--- config.mk ---
export PLATFORM = sky130hd
export DESIGN_NAME = relu_grad_stream
export DESIGN_NICKNAME = d
export VERILOG_FILES = /design/src/rtl/relu_pkg.sv /design/src/rtl/sign_mask_fifo.sv /design/src/rtl/relu_grad_stream.sv
export SDC_FILE = /design/constraint.sdc
export NUM_CORES = 2
export LEC_CHECK = 0
export CORE_MARGIN = 5
export CORE_UTILIZATION = 66
export CTS_CLUSTER_SIZE = 12
export DETAILED_ROUTE_END_ITERATION = 6
export PLACE_DENSITY_LB_ADDON = 0.15
export SETUP_SLACK_MARGIN = 0.02
export SLEW_MARGIN = 10
export SYNTH_ARGS = -nofsm -noshare
export SYNTH_HDL_FRONTEND = slang
export SYNTH_SLANG_ARGS = --single-unit
--- constraint.sdc ---
create_clock -name clk -period 10.35 [get_ports clk]
set_clock_uncertainty 0.2 [all_clocks]
set_input_delay 2.07 -clock clk [delete_from_list [all_inputs] [get_ports clk]]
set_output_delay 2.07 -clock clk [all_outputs]
set_load 0.01 [all_outputs]
--- src/rtl/relu_pkg.sv ---
// Shared float helpers for the ReLU forward/backward blocks.
package relu_pkg;

    localparam int unsigned FP_W  = 32;
    localparam int unsigned EXP_W = 8;
    localparam int unsigned MAN_W = 23;

    typedef struct packed {
        logic             sign;
        logic [EXP_W-1:0] exponent;
        logic [MAN_W-1:0] mantissa;
    } f32_t;

    localparam logic [FP_W-1:0] FLOAT_ZERO = '0;

    // Strictly greater than zero: rejects both zeros, negatives and NaNs; +Inf passes.
    function automatic logic is_positive_f32(input logic [FP_W-1:0] x);
        f32_t f;
        logic is_nan;
        f      = f32_t'(x);
        is_nan = (f.exponent == '1) && (f.mantissa != '0);
        return !f.sign && ({f.exponent, f.mantissa} != '0) && !is_nan;
    endfunction

endpackage

--- src/rtl/sign_mask_fifo.sv ---
// 1-bit FIFO holding per-element "was positive" flags; head bit is prefetched
// into a register so a pop sees its bit with no read latency.
module sign_mask_fifo #(
    parameter int unsigned DEPTH = 1024,
    parameter int unsigned CW    = $clog2(DEPTH) + 1
) (
    input  logic          clk,
    input  logic          reset,
    input  logic          clear,
    input  logic          push,
    input  logic          push_bit,
    input  logic          pop,
    output logic          head_bit,
    output logic [CW-1:0] count,
    output logic          full,
    output logic          empty
);

    localparam int unsigned AW = $clog2(DEPTH);

    logic [DEPTH-1:0] mem_q, mem_d;
    logic [AW-1:0]    wr_ptr_q, wr_ptr_d;
    logic [AW-1:0]    rd_ptr_q, rd_ptr_d;
    logic [AW-1:0]    rd_next;
    logic [CW-1:0]    count_q, count_d;
    logic             full_q, full_d;
    logic             empty_q, empty_d;
    logic             head_q, head_d;
    logic             do_push, do_pop;

    always_comb begin
        mem_d    = mem_q;
        wr_ptr_d = wr_ptr_q;
        rd_ptr_d = rd_ptr_q;
        count_d  = count_q;
        head_d   = head_q;
        do_push  = push && !full_q && !clear;
        do_pop   = pop && !empty_q && !clear;
        rd_next  = rd_ptr_q + AW'(1);

        if (do_push) begin
            mem_d[wr_ptr_q] = push_bit;
        end

        if (clear) begin
            wr_ptr_d = '0;
            rd_ptr_d = '0;
            count_d  = '0;
        end else begin
            if (do_push) wr_ptr_d = wr_ptr_q + AW'(1);
            if (do_pop)  rd_ptr_d = rd_next;
            if (do_push && !do_pop) count_d = count_q + CW'(1);
            if (do_pop && !do_push) count_d = count_q - CW'(1);
        end

        // Next head comes from storage, or straight from the write port when
        // the element being pushed lands exactly behind the one popped.
        if (do_pop) begin
            head_d = (do_push && count_q == CW'(1)) ? push_bit : mem_q[rd_next];
        end else if (do_push && empty_q) begin
            head_d = push_bit;
        end

        full_d  = (count_d == CW'(DEPTH));
        empty_d = (count_d == '0);
    end

    always_ff @(posedge clk) begin
        mem_q <= mem_d;
    end

    always_ff @(posedge clk or posedge reset) begin
        if (reset) begin
            wr_ptr_q <= '0;
            rd_ptr_q <= '0;
            count_q  <= '0;
            full_q   <= 1'b0;
            empty_q  <= 1'b1;
            head_q   <= 1'b0;
        end else begin
            wr_ptr_q <= wr_ptr_d;
            rd_ptr_q <= rd_ptr_d;
            count_q  <= count_d;
            full_q   <= full_d;
            empty_q  <= empty_d;
            head_q   <= head_d;
        end
    end

    assign head_bit = head_q;
    assign count    = count_q;
    assign full     = full_q;
    assign empty    = empty_q;

endmodule

--- src/rtl/relu_grad_stream.sv ---
// Streaming ReLU: forward pass records sign masks, backward pass replays them
// in order to gate top gradients into bottom gradients.
module relu_grad_stream
    import relu_pkg::*;
#(
    parameter int unsigned DEPTH = 1024,
    parameter int unsigned CW    = $clog2(DEPTH) + 1
) (
    input  logic            clk,
    input  logic            reset,
    input  logic            mask_clear,
    input  logic            fwd_in_valid,
    output logic            fwd_in_ready,
    input  logic [FP_W-1:0] fwd_in_data,
    output logic            fwd_out_valid,
    input  logic            fwd_out_ready,
    output logic [FP_W-1:0] fwd_out_data,
    input  logic            bwd_in_valid,
    output logic            bwd_in_ready,
    input  logic [FP_W-1:0] bwd_in_diff,
    output logic            bwd_out_valid,
    input  logic            bwd_out_ready,
    output logic [FP_W-1:0] bwd_out_diff,
    output logic [CW-1:0]   mask_count,
    output logic            mask_full,
    output logic            mask_empty
);

    logic            fwd_out_valid_q, fwd_out_valid_d;
    logic [FP_W-1:0] fwd_out_data_q, fwd_out_data_d;
    logic            bwd_out_valid_q, bwd_out_valid_d;
    logic [FP_W-1:0] bwd_out_diff_q, bwd_out_diff_d;
    logic            fwd_pos;
    logic            push, pop;
    logic            mask_head;

    assign fwd_pos      = is_positive_f32(fwd_in_data);
    assign fwd_in_ready = (!fwd_out_valid_q || fwd_out_ready) && !mask_full && !mask_clear;
    assign bwd_in_ready = (!bwd_out_valid_q || bwd_out_ready) && !mask_empty && !mask_clear;
    assign push         = fwd_in_valid && fwd_in_ready;
    assign pop          = bwd_in_valid && bwd_in_ready;

    sign_mask_fifo #(
        .DEPTH (DEPTH),
        .CW    (CW)
    ) u_mask_fifo (
        .clk      (clk),
        .reset    (reset),
        .clear    (mask_clear),
        .push     (push),
        .push_bit (fwd_pos),
        .pop      (pop),
        .head_bit (mask_head),
        .count    (mask_count),
        .full     (mask_full),
        .empty    (mask_empty)
    );

    // Output skid-free registers: load on input transfer, drop valid when drained.
    always_comb begin
        fwd_out_valid_d = fwd_out_valid_q;
        fwd_out_data_d  = fwd_out_data_q;
        bwd_out_valid_d = bwd_out_valid_q;
        bwd_out_diff_d  = bwd_out_diff_q;

        if (push) begin
            fwd_out_valid_d = 1'b1;
            fwd_out_data_d  = fwd_pos ? fwd_in_data : FLOAT_ZERO;
        end else if (fwd_out_ready) begin
            fwd_out_valid_d = 1'b0;
        end

        if (pop) begin
            bwd_out_valid_d = 1'b1;
            bwd_out_diff_d  = mask_head ? bwd_in_diff : FLOAT_ZERO;
        end else if (bwd_out_ready) begin
            bwd_out_valid_d = 1'b0;
        end
    end

    always_ff @(posedge clk or posedge reset) begin
        if (reset) begin
            fwd_out_valid_q <= 1'b0;
            fwd_out_data_q  <= FLOAT_ZERO;
            bwd_out_valid_q <= 1'b0;
            bwd_out_diff_q  <= FLOAT_ZERO;
        end else begin
            fwd_out_valid_q <= fwd_out_valid_d;
            fwd_out_data_q  <= fwd_out_data_d;
            bwd_out_valid_q <= bwd_out_valid_d;
            bwd_out_diff_q  <= bwd_out_diff_d;
        end
    end

    assign fwd_out_valid = fwd_out_valid_q;
    assign fwd_out_data  = fwd_out_data_q;
    assign bwd_out_valid = bwd_out_valid_q;
    assign bwd_out_diff  = bwd_out_diff_q;

endmodule
==> summary.md <==
| Metric | Value |
|---|---|
| Status | finished, violations left |
| Failing checks | design-rule violations |
| Max Slew Vio Count | 0 |
| First-pass DRT Iterations | 7 |
| Cells after Synth | 3,648 |
| Max-slew headroom | 0.00849 |
| XOR/XNOR Fraction of Synth Area | 0.00674 |
| Core Box Area | 74,200 µm² |
| DP Wirelength | 72,700 µm |
| Fillers | 4,684 |
| Clock Pin Slew Worst Setup and Hold Paths | 60 ps |
| Fraction of layout cells with a size suffix above 1 | 0.136 |
| Synth Area per Inst | 13.5 µm² |
| Htree depth | 3 |
| CTS Root Buffer Type | clkbuf_16 |
| Clock Sinks | 1,124 |
| Area occupied by multi-input gates | 14,700 µm² |
| Vias in the first global route | 31,000 |
| CTS Hold Bufs | 0 |
| Synth cell count leaders | nor2_1 (1,078), edfxtp_1 (1,024), nand2_1 (326), clkbuf_1 (259), mux4_2 (236) |
| Antenna viol nets, final | 0 |
| Clk_lat worst skew | 670 ps |
| Largest family of logic cells by synthesized area | simple AND/OR/NAND/NOR gates |
| Die Span Y | 283 µm |
| Fmax | 160 MHz |
| RSZ-0062 raised after global routing | false |
| Number of remaining DRC errors | 12 |
| Measured slew at the worst slew-check pin | 1490 ps |
| TritonCTS clock tree | yes |
| Final total power | 10.7 mW |
| Cts repair resizes | 0 |
| Max Root-Sink Buffers | 3 |
| GR Util All Layers | 0.327 |
| Final nets | 3,716 |
| Mux cell area share after synthesis | 0.122 |
| Synth warn | 0 |
| HP Class | register to register |
| Syn nets | 3,727 |
| Post-route worst setup slack | 4090 ps |
| Setup Fix Bufs, Post-CTS | 0 |
| Critical path data arrival time | 3990 ps |
| Post-synth EDFFs | 1,024 |
| Synth Area in Simple Gates | 0.131 |
| Drt via density | 6.78 |
| Crit Path Max Fanout | 29 |
| GP Congestion | 0.851 |
| Aggregate routed wire length | 133,000 µm |
| Port-buffer cells | 151 |
| Row Count | 100 |
| Pre-CTS setup slack | 4120 ps |
| Netlist cell types | 67 |
| Crit path kind | primary input to primary output |
| DR vias | 31,700 |
| Seq/Total Area, Yosys | 0.676 |
| Tcrit/Tclk final | 0.605 |
| Grt ovf | 0 |
| Critical path launch point type | primary input |
| Post-Synth Adder-Cell Area | 0.00204 |
| Final Critical Period | 6260 ps |
| Setup Viol. Count Final | 0 |
| Area Growth Syn to Fin | 10.8% |
| Post-synth ARST share | 0.0890 |
| Worst reg2reg setup slack | 4530 ps |
| Yosys top cell area share | 0.625 |
| Worst setup EP type | primary output |
| Starting Density | 0.663 |
| Top_reg_cell synth | edfxtp_1 |
| Max cap viols | 0 |
| Synth Register Bits | 1,124 |
| Reg area | 33,300 µm² |
| Most common cell in the netlist | nor2_1 |
| Initial antenna violation count | 2 |
| Post-Syn Area | 49,200 µm² |
| DRT iter0 DRCs | 5,180 |
| Utilization after layout | 0.734 |
| Pleak | 16.4 nW |
| Top cells by area, synth | edfxtp_1 (63%), mux4_2 (11%), nor2_1 (8.2%), dfrtp_1 (5.0%), nand2_1 (2.5%) |
| First-pass GRT wire length | 196,000 µm |
| Maximum vdd drop | 147 µV |
| Num CTS Buffers | 112 |
| Wire per inst | 28.4 µm |
| CP required | 8080 ps |
| Compound-cell area share of the yosys netlist | 0.0296 |
| Chip Width | 283 µm |
| Largest net degree at the start of global routing | 325 |
| Cell taking the most area after synthesis | edfxtp_1 |
| Io pins | 152 |
| Hold Violations, Final | 0 |
| Die area | 80,000 µm² |
| Power density over the cells | 196 nW/µm² |
-- where the power goes --
group | switching [mW] | leakage [nW] | total (mW) | internal (mW)
registers | 0.0989 | 10.5 | 5.15 | 5.05
clock network | 1.65 | 1.57 | 3.68 | 2.03
logic | 0.983 | 4.31 | 1.85 | 0.869
total | 2.73 | 16.4 | 10.7 | 7.95
-- routing by layer --
layer	part of all wire	vias up	GRT usage
li1	-	13100	-
met1	0.34	15800	0.439
met2	0.48	2245	0.528
met3	0.13	459	0.0736
met4	0.051	4	0.138
met5	0.00020	-	0
-- cells by family after synthesis --
logic type               count (synthesis)
AND/OR/NAND/NOR                       1601
flip-flops                            1124
buffers and inverters                  358
multiplexers                           302
AO/OA/AOI/OAI                          221
XOR/XNOR                                34
adder cells (fa/ha/maj)                  8
-- sequential cells by signal, summed over array words and instances (netlist names) --
name / cells
fwd_out_data: 32
u_mask_fifo.mem_q: 1024
u_mask_fifo.head_bit: 1
bwd_out_valid: 1
u_mask_fifo.wr_ptr_q: 10
u_mask_fifo.full: 1
bwd_out_diff: 32
u_mask_fifo.rd_ptr_q: 10
u_mask_fifo.empty: 1
u_mask_fifo.count: 11
fwd_out_valid: 1
-- final cells by class --
cell class | instances | share of cell area
tap | 969 | 0.0223
inverter | 14 | 0.00108
clock buffer | 146 | 0.0547
timing repair buffer | 219 | 0.0378
antenna | 1 | 0.0000459
multi-input combinational | 2166 | 0.269
sequential | 1124 | 0.610
clock inverter | 34 | 0.00441
-- path summary, 6_finish.rpt --
check	startpoint	to	depth (start not counted)
max in group asynchronous	reset	u_mask_fifo.rd_ptr_q[0]$_DFFE_PP0P_	3
hold reg to reg	fwd_out_data[28]$_DFFE_PP0N_	fwd_out_data[28]$_DFFE_PP0N_	2
setup / recovery	mask_clear	bwd_in_ready	5
setup reg to reg	u_mask_fifo.rd_ptr_q[0]$_DFFE_PP0P_	u_mask_fifo.head_bit$_DFFE_PP0P_	10
min in group asynchronous	reset	bwd_out_diff[23]$_DFFE_PP0N_	2
hold / removal	fwd_out_data[28]$_DFFE_PP0N_	fwd_out_data[28]$_DFFE_PP0N_	2
-- metrics by stage --
| step | std cells | setup TNS (ps) | hold WS, ps | area (µm²) |
|---|---|---|---|---|
| floorplan | 3648 | -1589990 | 316 | 49200 |
| global placement | 4491 | 0 | 265 | 51200 |
| detailed placement | 4491 | 0 | 273 | 51200 |
| CTS | 4671 | 0 | 286 | 54500 |
| global route | 4672 | 0 | 302 | 54500 |
| finish | 4673 | 0 | 283 | 54500 |
-- worst max-delay path, stage by stage --
cell and delay (ps):
clkdlybuf4s50_1 490, buf_4 320, clkinv_1 340, and3_1 250
clkdlybuf4s50_1 500
-- layout by cell type (no fill, tap or decap), drive strengths merged, types with 5 or more instances in the layout --
master	instances
nor2	1080
edfxtp	1024
nand2	326
mux4	236
clkdlybuf4s50	151
clkbuf	147
dfrtp	99
o21ai	90
nand3	85
buf	67
mux2i	66
clkinv	29
nand4	22
a31oi	20
xnor2	18
a21oi	17
and3	16
xor2	16
inv	16
nor3	15
a32oi	13
nor4	12
a221oi	11
o22ai	10
nor3b	10
a311oi	9
ha	8
a41oi	7
and2	7
a22oi	6
a2111oi	6
or3	5
o311ai	5
o41ai	5
Note: power is estimated with default switching activity, not from simulation.
